### src/rtl/pipeline_pkg.sv
// Shared constants for the pipeline hazard controller:
// PC source codes and controller state encoding.
package pipeline_pkg;

    localparam logic [2:0] PCSRC_J  = 3'b010;
    localparam logic [2:0] PCSRC_JR = 3'b011;

    localparam logic [1:0] ST_RUN     = 2'd0;
    localparam logic [1:0] ST_FREEZE  = 2'd1;
    localparam logic [1:0] ST_TIMEOUT = 2'd2;

endpackage

### src/rtl/hazard_ctrl_sat_counter.sv
// Saturating up-counter with synchronous active-low clear.
// Holds at all-ones instead of wrapping.
module sat_counter #(
    parameter int CNT_W = 32
) (
    input  logic             clk,
    input  logic             clr_n,
    input  logic             inc,
    output logic [CNT_W-1:0] count
);

    always_ff @(posedge clk) begin
        if (!clr_n)
            count <= '0;
        else if (inc && (count != '1))
            count <= count + CNT_W'(1);
    end

endmodule

### src/rtl/hazard_ctrl.sv
// Stall/flush controller for the 5-stage core: bubbles for load-use
// and jr hazards, wrong-path flushes, memory freeze and timeout.
import pipeline_pkg::*;

module hazard_ctrl #(
    parameter int WAIT_MAX = 16,
    parameter int CNT_W    = 32
) (
    input  logic             clk,
    input  logic             reset,
    input  logic [4:0]       ID_Rs,
    input  logic [4:0]       ID_Rt,
    input  logic             ID_UseRs,
    input  logic             ID_UseRt,
    input  logic [2:0]       ID_PCSrc,
    input  logic [4:0]       EX_Write_addr,
    input  logic [4:0]       MEM_Write_addr,
    input  logic             EX_RegWr,
    input  logic             EX_MemRead,
    input  logic             MEM_MemRead,
    input  logic             EX_BranchTaken,
    input  logic             MEM_Busy,
    output logic             PC_Wr,
    output logic             IF_ID_Wr,
    output logic             ID_EX_Wr,
    output logic             EX_MEM_Wr,
    output logic             MEM_WB_Wr,
    output logic             IF_ID_Flush,
    output logic             ID_EX_Flush,
    output logic             EX_MEM_Flush,
    output logic             PC_Exc,
    output logic             Mem_Timeout,
    output logic [CNT_W-1:0] Stall_Count,
    output logic [CNT_W-1:0] Flush_Count
);

    localparam int WW = $clog2(WAIT_MAX) + 1;
    localparam logic [WW-1:0] WAIT_LAST = WW'(WAIT_MAX - 1);

    logic [1:0]    state, state_nxt;
    logic [WW-1:0] wait_cnt, wait_nxt;
    logic          load_use, jr_haz;
    logic          stall_inc, flush_inc;

    always_comb begin
        load_use = EX_MemRead && (EX_Write_addr != 5'd0) &&
                   ((ID_UseRs && (EX_Write_addr == ID_Rs)) ||
                    (ID_UseRt && (EX_Write_addr == ID_Rt)));
        jr_haz   = (ID_PCSrc == PCSRC_JR) && (ID_Rs != 5'd0) &&
                   ((EX_RegWr && (EX_Write_addr == ID_Rs)) ||
                    (MEM_MemRead && (MEM_Write_addr == ID_Rs)));
    end

    always_comb begin
        PC_Wr        = 1'b1;
        IF_ID_Wr     = 1'b1;
        ID_EX_Wr     = 1'b1;
        EX_MEM_Wr    = 1'b1;
        MEM_WB_Wr    = 1'b1;
        IF_ID_Flush  = 1'b0;
        ID_EX_Flush  = 1'b0;
        EX_MEM_Flush = 1'b0;
        PC_Exc       = 1'b0;
        Mem_Timeout  = 1'b0;
        stall_inc    = 1'b0;
        flush_inc    = 1'b0;
        state_nxt    = state;
        wait_nxt     = wait_cnt;

        unique case (state)
            ST_RUN: begin
                if (MEM_Busy) begin
                    {PC_Wr, IF_ID_Wr, ID_EX_Wr} = 3'b000;
                    {EX_MEM_Wr, MEM_WB_Wr}      = 2'b00;
                    state_nxt = ST_FREEZE;
                    wait_nxt  = WW'(1);
                end else if (EX_BranchTaken) begin
                    IF_ID_Flush = 1'b1;
                    ID_EX_Flush = 1'b1;
                    flush_inc   = 1'b1;
                end else if (load_use || jr_haz) begin
                    PC_Wr       = 1'b0;
                    IF_ID_Wr    = 1'b0;
                    ID_EX_Flush = 1'b1;
                    stall_inc   = 1'b1;
                end else if ((ID_PCSrc == PCSRC_J) ||
                             (ID_PCSrc == PCSRC_JR)) begin
                    IF_ID_Flush = 1'b1;
                    flush_inc   = 1'b1;
                end
            end
            ST_FREEZE: begin
                {PC_Wr, IF_ID_Wr, ID_EX_Wr} = 3'b000;
                {EX_MEM_Wr, MEM_WB_Wr}      = 2'b00;
                stall_inc = 1'b1;
                if (!MEM_Busy) begin
                    state_nxt = ST_RUN;
                    wait_nxt  = '0;
                end else if (wait_cnt == WAIT_LAST) begin
                    state_nxt = ST_TIMEOUT;
                end else begin
                    wait_nxt = wait_cnt + WW'(1);
                end
            end
            ST_TIMEOUT: begin
                Mem_Timeout  = 1'b1;
                PC_Exc       = 1'b1;
                IF_ID_Flush  = 1'b1;
                ID_EX_Flush  = 1'b1;
                EX_MEM_Flush = 1'b1;
                MEM_WB_Wr    = 1'b0;
                flush_inc    = 1'b1;
                state_nxt    = ST_RUN;
                wait_nxt     = '0;
            end
            default: begin
                state_nxt = ST_RUN;
                wait_nxt  = '0;
            end
        endcase
    end

    always_ff @(posedge clk) begin
        if (!reset) begin
            state    <= ST_RUN;
            wait_cnt <= '0;
        end else begin
            state    <= state_nxt;
            wait_cnt <= wait_nxt;
        end
    end

    sat_counter #(.CNT_W(CNT_W)) u_stall_cnt (
        .clk   (clk),
        .clr_n (reset),
        .inc   (stall_inc),
        .count (Stall_Count)
    );

    sat_counter #(.CNT_W(CNT_W)) u_flush_cnt (
        .clk   (clk),
        .clr_n (reset),
        .inc   (flush_inc),
        .count (Flush_Count)
    );

endmodule
### config.mk
export PLATFORM = sky130hd
export DESIGN_NAME = hazard_ctrl
export DESIGN_NICKNAME = d
export VERILOG_FILES = /design/src/rtl/pipeline_pkg.sv /design/src/rtl/hazard_ctrl_sat_counter.sv /design/src/rtl/hazard_ctrl.sv
export SDC_FILE = /design/constraint.sdc
export NUM_CORES = 1
export LEC_CHECK = 0
export ABC_AREA = 1
export BUFFER_PORTS_ARGS = -buffer_cell sky130_fd_sc_hd__buf_2
export CAP_MARGIN = 25
export CELL_PAD_IN_SITES_DETAIL_PLACEMENT = 1
export CELL_PAD_IN_SITES_GLOBAL_PLACEMENT = 2
export CORE_AREA = 2 2 130 132
export CTS_CLUSTER_DIAMETER = 50
export CTS_CLUSTER_SIZE = 30
export DETAILED_ROUTE_END_ITERATION = 8
export DIE_AREA = 0 0 132 134
export MAX_ROUTING_LAYER = met4
export PLACE_DENSITY_LB_ADDON = 0.2
export REMOVE_ABC_BUFFERS = 1
export SYNTH_ARGS = -nofsm -noshare
export SYNTH_HDL_FRONTEND = slang
export SYNTH_SLANG_ARGS = --single-unit
### constraint.sdc
create_clock -name clk -period 2.13 [get_ports clk]
set_clock_uncertainty 0.05 [all_clocks]
set_input_delay 0.213 -clock clk [delete_from_list [all_inputs] [get_ports clk]]
set_output_delay 0.213 -clock clk [all_outputs]
set_load 0.05 [all_outputs]
Word-level counts from Yosys, hierarchy flattened. Index checks and enable logic that the tools add are counted.

Register bits: 71. Bits of input ports: 32.

$add $sub $neg: 3. Equality and inequality tests: 13. Mux-type cells: 28. Reduce and logical (&&, ||, !) cells: 20.

Operators by type and width (count): $add 32x1->32 const B (2); $ne 32x32->1 const B (2); $eq 5x5->1 (3); $mux 5 (3); $mux 1 (14); $pmux 1 s2 (6); $logic_and 1x1->1 (10); $pmux 5 s2 (1); $reduce_bool 5->1 (2); $eq 3x2->1 const B (2); $mux 2 (3); $ne 3x3->1 const B (2); $add 5x1->5 const B (1); $eq 5x4->1 const B (1); $logic_or 1x1->1 (4); $pmux 2 s2 (1); $reduce_and 2->1 (2); $eq 2x1->1 const B (1); $eq 2x2->1 const B (1); $logic_not 2->1 (1); $ne 2x2->1 const B (1); $reduce_or 2->1 (1).

Depth between registers and ports, before layout. Gate-level depths: netlist (run 1).

Depth after elaboration: 10. Depth in mapped cells: 15. Gate-level depth less buffers: 15.

Hierarchy. A second synthesis (run 1) with hierarchy kept.

Cells, all modules: 783. Area total of the unflattened synthesis: 4724.5 um2.

Modules (own cells, without submodules): sat_counter at u_stall_cnt (instances 1, cells an instance 314, area an instance 2023.2 um2); sat_counter at u_flush_cnt (instances 1, cells an instance 324, area an instance 1911.8 um2); hazard_ctrl (instances 1, cells an instance 145, area an instance 789.5 um2).

Least setup slack after synthesis (run 1). Ideal clock, no wire load.

Path kind: flip-flop to flip-flop. Start: register u_flush_cnt.count[0]. End: register u_flush_cnt.count[25]. Library setup time: 0.070 ns. Data arrival time: 2.190 ns. Path slack: -0.181 ns. Cell stages (with the launch flop): 11. Period minus slack after synthesis: 2.311 ns. Cells stage by stage: dfxtp_1 ha_1 nand2_1 nor2_1 nand2_1 nor2_1 nand4_1 nand2_2 buf_4 nand2_1 a21oi_1.

Longest elaborated chain between the ends: 2.

RTL lines: from (decl) (RTL line hazard_ctrl_sat_counter.sv:9) `output logic [CNT_W-1:0] count`; from (signal assigned) (RTL line hazard_ctrl_sat_counter.sv:16) `count <= count + CNT_W'(1);`; branches (longest 2 deep; another with $add 32x1->32).

Several ways; the timed one is not identified. A chain may end at the register's enable or synchronous reset.

Worst setup path in the final report (run 1).
Start: register state[0]. End: output port IF_ID_Flush.

Longest elaborated chain between the ends: 2.

RTL lines: from (decl) (RTL line hazard_ctrl.sv:40) `logic [1:0] state, state_nxt;`; from (signal assigned) (RTL line hazard_ctrl.sv:128) `state <= state_nxt;`; $eq 2x2->1 / $logic_not 2->1 (equally long branches) (RTL line hazard_ctrl.sv:70) `unique case (state)`; $pmux 1 s2 (*) (RTL line hazard_ctrl.sv:70); to (decl) (RTL line hazard_ctrl.sv:28) `output logic IF_ID_Flush,`.

Mark *: on every way between the ends. The rest lies on a longest branch, timed or not.

==> metrics, run 1 <==
Max Fanout on Critical Path 19; post-synthesis xor/xnor area fraction 12.2%; Fin. Hold Viols 0; cts hold-fix bufs 0; vias in the first global route 5401; total gr overflow 0; Power Total 0.00338 W; setup TNS 0 ns; share of the synthesized area in the top cell type 30.5%; Yosys cell types 31; Iter 0 DRT Violations 238; core area 16300 um2; worst vdd ir 0.383 mV; Clock Tree Buf Depth 2; Max Freq 500 MHz; Global Route Usage Sum 19.5%; drt via density 4.82; WP buf/inv 4; pre-CTS WS 0.0164 ns; Syn-to-layout area delta 30.5%; ant diodes 0; H-Tree Level Count 3; root buffer cell clkbuf_16; mapped cell area 4660 um2; largest family of logic cells by synthesized area simple AND/OR/NAND/NOR gates; layout cell share with drive strength beyond 1 22.9%; commonest non-fill, non-tap cells in the layout nand2_1 (184), buf_2 (104), nand3_1 (73); Hold WC Path Type in2reg; clock share of power 50.0%; pin count of the biggest net entering global routing 31; final setup violation count 0; Rel. slew slack 70.5%; gp weighted congestion 0.915; P_leak 2.57 nW; Comb pwr share 10.2%; Compound-Gate Fraction of Synth Area 8.70%; Core Rows 47; final WL 16400 um; P_sw 0.000843 W; Post-DRT Antenna Nets 0; global route hottest layer met2; Req. time, crit path 1.87 ns; fin worst setup slack 0.131 ns; Avg Cell Area, Syn 6.51 um2; CP max-delay cell dfxtp_1; Max-Cap Viols 0; hpwl dp 13000 um; CTS Buf Count 9; Die Wd 132 um; cell internal pwr 0.00254 W; R2R setup slack 0.14 ns; largest cells by area after synthesis dfxtp_1 (31%), nand2_1 (15%), xor2_1 (9.8%); Ys Warns 0; GR Layer Usage met2 35.0%; register share of total power 39.9%; area leader, netlist dfxtp_1; Synth Instances 716; initial antenna violation count 0; Worst EP arrival 1.74 ns; CP max stage delay 0.33 ns; Clock Latency Late Sink 0.35 ns; Initial Utilization 28.6%; hold slack final 0.121 ns; CTS tree yes; Worst-path clk slew 0.05 ns; TritonRoute pass-1 iters 4; met3 Use GR 3.33%; fin. max-slew vios 0; post-synthesis sequential area ratio 30.5%; # nets final 887; fin crit share 93.9%; drt drc 0; #FFs+latches synth 71; mux share of post-synthesis cell area 0%; die area 17700 um2; Routed wire per std cell 15.3 um; critical path endpoint category output port; post-synthesis adder-cell area fraction 1.07%; Die Y 134 um; PwrDens 556 nW/um2; global-route wire length before repair 27200 um; Sink Count 71; unrepaired setup endpoints after global routing true; met1 GRT Util 22.1%; Min Clock Period, post-route 2.00 ns; io pins 106; post-layout util 37.3%; pin slew with the least headroom to its limit 0.439 ns; simple-gate share of the synthesized area 38.6%; startpoint types register; most used cell, CP inv_1; Sw Ratio 24.9%; critical path cell sequence nor2_2, inv_1, nor2_4, inv_1, nor2_1, nand2_1, nand2_4, buf_12, buf_8; DR vias 5185; cell family with the largest share of critical-path delay simple AND/OR/NAND/NOR gates; status finished, final reports clean; most common cell after layout, fill and taps aside nand2_1; critical path class reg2out; PortBufs 105
flip-flops by register name, indices dropped and copies added, names as in the netlist:
name	flops
state	2
u_flush_cnt.count	32
u_stall_cnt.count	32
wait_cnt	5
synthesized netlist by cell type (all sizes together):
master	instances
nand2	190
nand3	74
dfxtp	71
nor2	68
a21oi	67
inv	67
xor2	52
nor3	32
nand4	17
buf	16
o21ai	14
clkbuf	13
xnor2	13
nor4	12
ha	4
nor4b	2
or2	2
nand3b	1
nor3b	1
routing by layer:
metal | part of all wire, % | wire [um] | vias up
li1 | - | - | 2601
met1 | 43 | 7140 | 2482
met2 | 52 | 8550 | 79
met3 | 2.6 | 435 | 23
met4 | 1.8 | 300 | 0
met5 | 0 | 0 | -
metrics by stage:
| step | cells | cell area (um2) |
|---|---|---|
| 2_1_floorplan | 687 | 4490 |
| 3_3_place_gp | 1057 | 5670 |
| 3_5_place_dp | 1057 | 5670 |
| 4_1_cts | 1073 | 6010 |
| 5_1_grt | 1076 | 6080 |
| 6_report | 1076 | 6080 |
worst register-to-register path: cells and delay by family, from the launching register on:
kind,cells,cell delay (ns)
AO/OA/AOI/OAI,1,0.15
XOR/XNOR,1,0.18
buffers and inverters,3,0.38
flip-flops,1,0.36
AND/OR/NAND/NOR,5,0.81
what timing repair did:
item                                    in CTS  in global routing
pin swaps                                    0                  3
setup buffers                                0                  3
endpoints found under the setup margin       2                 65
resized for setup                            4                 14
worst paths after layout:
kind / end / cells past startpoint / startpoint
max: IF_ID_Flush / 9 / state[0]
min: state[0] / 3 / MEM_Busy
max reg2reg: u_stall_cnt.count[23] / 10 / u_stall_cnt.count[1]
min reg2reg: wait_cnt[4] / 2 / wait_cnt[4]
area by class of cell:
class	count	area (um2)
well taps	220	275
clock buffers	13	260
flip-flops and latches	71	1420
multi-input cells	549	2870
clock inverters	3	65.1
inverters	67	251
fillers	2150	10200
repair buffers	153	937
cell families after synthesis:
| kind of cell | Yosys count |
|---|---|
| buffers and inverters | 96 |
| AO/OA/AOI/OAI | 81 |
| adder cells (fa/ha/maj) | 4 |
| XOR/XNOR | 65 |
| AND/OR/NAND/NOR | 399 |
| flip-flops | 71 |
power by group through the flow:
stage | Combinational, W | Sequential, W | Clock, W
final | 0.000344 | 0.00135 | 0.00169
after global routing | 0.000378 | 0.00135 | 0.00178
after CTS | 0.000345 | 0.00135 | 0.00174
after detailed placement | 0.000341 | 0.00138 | 0
after global placement | 0.000334 | 0.00137 | 0
after floorplan | 0.000163 | 0.00140 | 0
No activity file was read; power rests on OpenSTA's default activity.
==> inputs of run 2 (changes only) <==
--- a/config.mk
+++ b/config.mk
@@ -17,6 +17,7 @@
 export DIE_AREA = 0 0 132 134
 export MAX_ROUTING_LAYER = met4
 export PLACE_DENSITY_LB_ADDON = 0.2
+export RECOVER_POWER = 50
 export REMOVE_ABC_BUFFERS = 1
 export SYNTH_ARGS = -nofsm -noshare
 export SYNTH_HDL_FRONTEND = slang
==> metrics, run 2 (synthesis gave the netlist of run 1 again) <==
Filler cells 2172; most used cell, CP inv_1; H-Tree Level Count 3; Worst Setup SP state[0]; Max-Cap Viols 0; critical path cell sequence nor2_2, inv_1, nor2_4, inv_1, nor2_1, nand2_1, nand2_4, buf_12, buf_8; Initial Utilization 28.6%; initial antenna violation count 0; core area 16300 um2; Global Route Usage Sum 19.5%; Routed wire per std cell 15.3 um; fin. max-slew vios 0; reg2reg start u_stall_cnt.count[1]; final setup violation count 0; Hold WC Path Type in2reg; most common cell after layout, fill and taps aside nand2_1; Rel. slew slack 56.4%; Req. time, crit path 1.87 ns; final WL 16500 um; WP buf/inv 4; Core Rows 47; critical path endpoint category output port; CTS Buf Count 9; CP max stage delay 0.33 ns; CP max-delay cell dfxtp_1; io pins 106; DR vias 5192; Regs by FF count u_flush_cnt.count: 32 flops, u_stall_cnt.count: 32 flops, wait_cnt: 5 flops; Max Fanout on Critical Path 19; PwrDens 564 nW/um2; die area 17700 um2; CTS tree yes; Clock Latency Late Sink 0.35 ns; drt drc 0; final instance area 6000 um2; root buffer cell clkbuf_16; TritonRoute pass-1 iters 4; Reg2Reg Depth 10; critical path class reg2out; pin count of the biggest net entering global routing 31; Worst Setup EP IF_ID_Flush; worst vdd ir 0.383 mV; Worst EP arrival 1.74 ns; R2R setup slack 0.14 ns; startpoint types register; Iter 0 DRT Violations 219; Fin. Hold Viols 0; Min Clock Period, post-route 2.00 ns; unrepaired setup endpoints after global routing true; Die Wd 132 um; Post-DRT Antenna Nets 0; # nets final 887; cell family with the largest share of critical-path delay simple AND/OR/NAND/NOR gates; hpwl dp 13000 um; gp weighted congestion 0.915; vias in the first global route 5401; Sink Count 71; Syn-to-layout area delta 28.7%; setup TNS 0 ns; fin crit share 93.9%; drt via density 4.83; status finished, final reports clean; global-route wire length before repair 27200 um; PortBufs 105; Worst-path clk slew 0.05 ns; ant diodes 0; worst flop-to-flop path endpoint u_stall_cnt.count[23]; critical path depth 9; layout cell share with drive strength beyond 1 15.2%; Max Freq 500 MHz; pin slew with the least headroom to its limit 0.657 ns; commonest non-fill, non-tap cells in the layout nand2_1 (184), nand3_1 (73), dfxtp_1 (70); P_leak 2.28 nW; Die Y 134 um; total gr overflow 0; Placement Cell Area 5670 um2; Clock Tree Buf Depth 2
## run 2: cell types whose count changed in the layout (fill, tap and decap cells not counted), sizes merged
cell | before | now
buf | 153 | 87
clkbuf | 13 | 79
## run 2: worst register-to-register path, cell delays in order, from the launching register on
cell and delay [ns]:
dfxtp_1 0.36, buf_4 0.14, nand3_2 0.08, nor2_1 0.17, inv_1 0.12, nor2_2 0.15
inv_1 0.12, nor3_1 0.31, xor2_1 0.19, nand3_1 0.09, a21oi_1 0.15
## run 2: per-layer routing
| layer | track usage (%) | vias to the layer above | share of wire (%) |
|---|---|---|---|
| met5 | - | - | 0 |
| met4 | 5.98 | 0 | 1.8 |
| met3 | 3.33 | 23 | 3.3 |
| met2 | 35.0 | 91 | 52 |
| met1 | 22.1 | 2477 | 43 |
| li1 | - | 2601 | - |
## run 2: how the worst min path moves through the flow
stage,from,end,depth (start not counted)
global route,reset,u_stall_cnt.count[0],3
CTS,MEM_Busy,state[0],3
detailed placement,wait_cnt[4],wait_cnt[4],2
floorplan,reset,u_stall_cnt.count[0],2
finish,MEM_Busy,state[0],3
global placement,wait_cnt[4],wait_cnt[4],2
## run 2: metrics by stage
stage	hold WS (ns)	total power [W]	worst slack, ns	utilization [%]	std cells
floorplan	0.285	0.00156	-2.26	-	687
global placement	0.401	0.00171	0.0804	34.8	1057
detailed placement	0.415	0.00172	0.0164	34.8	1057
CTS	0.0981	0.00343	0.0138	36.9	1073
global route	0.144	0.00351	-0.00799	36.8	1076
finish	0.120	0.00338	0.131	36.8	1076
## run 2: layout make-up
cell class | instances | area (um2) | area share [%]
Multi-Input combinational cell | 549 | 2870 | 47.8
Sequential cell | 71 | 1420 | 23.7
Timing Repair Buffer | 153 | 855 | 14.2
Tap cell | 220 | 275 | 4.59
Clock buffer | 13 | 260 | 4.34
Inverter | 67 | 251 | 4.19
Clock inverter | 3 | 65.1 | 1.08
## run 2: repair_timing
action                     4_1_cts  5_1_grt
setup buffers                    0        3
gates cloned                     0        0
setup endpoints to repair        2       65
pin swaps                        0        3
gates resized for setup          4       14
hold buffers                     0        0
## run 2: report_power, final
part / internal (W) / switching [W]
Clock: 0.00109 / 0.000601
Sequential: 0.00134 / 0.00000889
Combinational: 0.000109 / 0.000234
Total: 0.00254 / 0.000844
==> inputs of run 3 (changes only) <==
--- a/config.mk
+++ b/config.mk
@@ -5,20 +5,18 @@
 export SDC_FILE = /design/constraint.sdc
 export NUM_CORES = 1
 export LEC_CHECK = 0
-export ABC_AREA = 1
 export BUFFER_PORTS_ARGS = -buffer_cell sky130_fd_sc_hd__buf_2
 export CAP_MARGIN = 25
 export CELL_PAD_IN_SITES_DETAIL_PLACEMENT = 1
 export CELL_PAD_IN_SITES_GLOBAL_PLACEMENT = 2
-export CORE_AREA = 2 2 130 132
+export CORE_AREA = 2 2 118 120
 export CTS_CLUSTER_DIAMETER = 50
 export CTS_CLUSTER_SIZE = 30
 export DETAILED_ROUTE_END_ITERATION = 8
-export DIE_AREA = 0 0 132 134
+export DIE_AREA = 0 0 120 122
 export MAX_ROUTING_LAYER = met4
 export PLACE_DENSITY_LB_ADDON = 0.2
 export RECOVER_POWER = 50
-export REMOVE_ABC_BUFFERS = 1
 export SYNTH_ARGS = -nofsm -noshare
 export SYNTH_HDL_FRONTEND = slang
 export SYNTH_SLANG_ARGS = --single-unit
==> metrics, run 3 <==
most common cell after layout, fill and taps aside buf_4; fin crit share 101%; hold path startpoint MEM_Busy; status complete, but fails checks; worst flop-to-flop path endpoint u_flush_cnt.count[25]; PwrDens 523 nW/um2; critical path class reg2reg; Sw Ratio 25.4%; total gr overflow 0; final setup violation count 5; Synth Flop Type dfxtp_1; post-synthesis adder-cell area fraction 1.27%; #FFs+latches synth 71; Regs by FF count u_flush_cnt.count: 32 flops, u_stall_cnt.count: 32 flops, wait_cnt: 5 flops; Synth async-reset ratio 0%; Post-synth EDFFs 0; Sink Count 71; violated checks setup timing; DR vias 4058; Die Y 122 um; pin count of the biggest net entering global routing 41; Syn Nets 504; die area 14600 um2; final WL 12800 um; Synth Instances 468; initial antenna violation count 0; Iter 0 DRT Violations 127; unrepaired setup endpoints after global routing true; Reg2Reg Depth 8; Routed wire per std cell 15.4 um; clock share of power 45.1%; Ys Warns 0; Max Freq 465 MHz; PortBufs 105; post-synthesis sequential area ratio 36.1%; R2R setup slack -0.02 ns; layout cell share with drive strength beyond 1 40.1%; Worst-path clk slew 0.05 ns; worst vdd ir 0.387 mV; global-route wire length before repair 20100 um; vias in the first global route 4020; Req. time, crit path 2.36 ns; H-Tree Level Count 3; register share of total power 43.3%; hpwl dp 9190 um; post-synthesis xor/xnor area fraction 10.0%; P_sw 0.000773 W; pin slew with the least headroom to its limit 0.636 ns; Clock Latency Late Sink 0.34 ns; root buffer cell clkbuf_16; # nets final 679; mux share of post-synthesis cell area 3.05%; Min Clock Period, post-route 2.15 ns; Hold EP state[0]; simple-gate share of the synthesized area 33.9%; most frequent cell after synthesis dfxtp_1; io pins 106; fin. max-slew vios 0; critical path endpoint category register; Compound-Gate Fraction of Synth Area 10.9%; post-layout util 43.1%; commonest non-fill, non-tap cells in the layout buf_4 (71), buf_2 (59), clkbuf_1 (50); Synth top cells by count dfxtp_1 (71), nor2_1 (48), nand2_1 (43); WHS Path Cells 4; Rel. slew slack 57.6%; Syn-to-layout area delta 48.1%; Max Fanout on Critical Path 7; cell internal pwr 0.00227 W; drt drc 0; area leader, netlist dfxtp_1; core area 13500 um2; mapped cell area 3930 um2; largest cells by area after synthesis dfxtp_1 (36%), xnor2_1 (7.6%), nand3_1 (4.7%); Clock Tree Buf Depth 2; startpoint types register; Core Rows 43; reg2reg start u_flush_cnt.count[6]; Initial Utilization 29.1%; Comb pwr share 11.5%; CTS Buf Count 9; Max-Cap Viols 0; Avg Cell Area, Syn 8.40 um2; share of the synthesized area in the top cell type 36.1%; Global Route Usage Sum 17.9%; Worst EP arrival 2.37 ns; Hold WC Path Type in2reg; ant diodes 0; TritonRoute pass-1 iters 4; CTS tree yes; fin worst setup slack -0.0183 ns; largest family of logic cells by synthesized area simple AND/OR/NAND/NOR gates; gp weighted congestion 0.806; hold slack final 0.264 ns; drt via density 4.90; P_leak 2.23 nW; Post-DRT Antenna Nets 0; Fin. Hold Viols 0; Die Wd 120 um; Yosys cell types 58
==> run 3: timing repair <==
| item | in CTS | in global routing |
|---|---|---|
| buffers inserted | 2 | 16 |
| pin swaps | 4 | 15 |
| cloned | 0 | 1 |
| hold buffers | 0 | 0 |
| setup endpoints to repair | 16 | 54 |
| resized for setup | 11 | 51 |
==> run 3: layout make-up <==
class	count	area [um2]
sequential	71	1540
clock inverter	1	3.75
tap	180	225
clock buffer	15	258
inverter	12	45.0
fill	1655	7680
multi-input combinational	362	2600
timing repair buffer	187	1150
==> run 3: critical path, stage by stage, from the launching register on <==
cell and delay [ns]:
dfxtp_4 0.34, and4_4 0.26, and3_4 0.19, and4_4 0.22
nand3_4 0.10, or2_1 0.25, nand3b_4 0.19, or4_1 0.41
nand2_1 0.08
==> run 3: worst max path at each step <==
stage | from | cells past startpoint | slack [ns] | to
floorplan | u_flush_cnt.count[3] | 8 | -0.13 | u_flush_cnt.count[25]
global placement | EX_Write_addr[3] | 11 | -0.17 | u_stall_cnt.count[25]
detailed placement | EX_Write_addr[3] | 11 | -0.27 | u_stall_cnt.count[27]
CTS | u_flush_cnt.count[6] | 8 | -0.06 | u_flush_cnt.count[25]
global route | u_flush_cnt.count[6] | 8 | -0.14 | u_flush_cnt.count[25]
finish | u_flush_cnt.count[6] | 8 | -0.02 | u_flush_cnt.count[25]
==> run 3: routing by layer <==
| metal | part of all wire [%] | up-vias | global-route usage [%] |
|---|---|---|---|
| met5 | 0 | - | - |
| met4 | 0.76 | 0 | 5.00 |
| met3 | 3.7 | 10 | 4.63 |
| met2 | 52 | 67 | 30.6 |
| met1 | 43 | 1970 | 20.8 |
| li1 | - | 2011 | - |
==> run 3: logic make-up (layout without fill, tap and decap cells) <==
group	after synthesis	count (layout)
mux	12	12
simple gates	241	241
buf+inv	35	215
compound gates	60	60
xor+xnor	45	45
flops	71	71
fa+ha+maj	4	4
==> run 3: power groups by stage <==
stage          logic, W  registers [W]  clock network, W
2_1_floorplan  0.000171        0.00137                 0
3_3_place_gp   0.000290        0.00135                 0
3_5_place_dp   0.000295        0.00135                 0
4_1_cts        0.000303        0.00132           0.00143
5_1_grt        0.000381        0.00132           0.00148
6_report       0.000351        0.00132           0.00138
==> run 3: through the flow <==
step	total power (W)	setup TNS (ns)	instance area (um2)	worst slack, ns	std cells
3_3_place_gp	0.00164	-2.55	5180	-0.166	793
6_report	0.00305	-0.0343	5820	-0.0183	828
3_5_place_dp	0.00165	-5.12	5180	-0.274	793
5_1_grt	0.00318	-1.29	5820	-0.143	828
4_1_cts	0.00306	-0.247	5510	-0.0637	811
2_1_floorplan	0.00154	-0.442	4110	-0.128	468
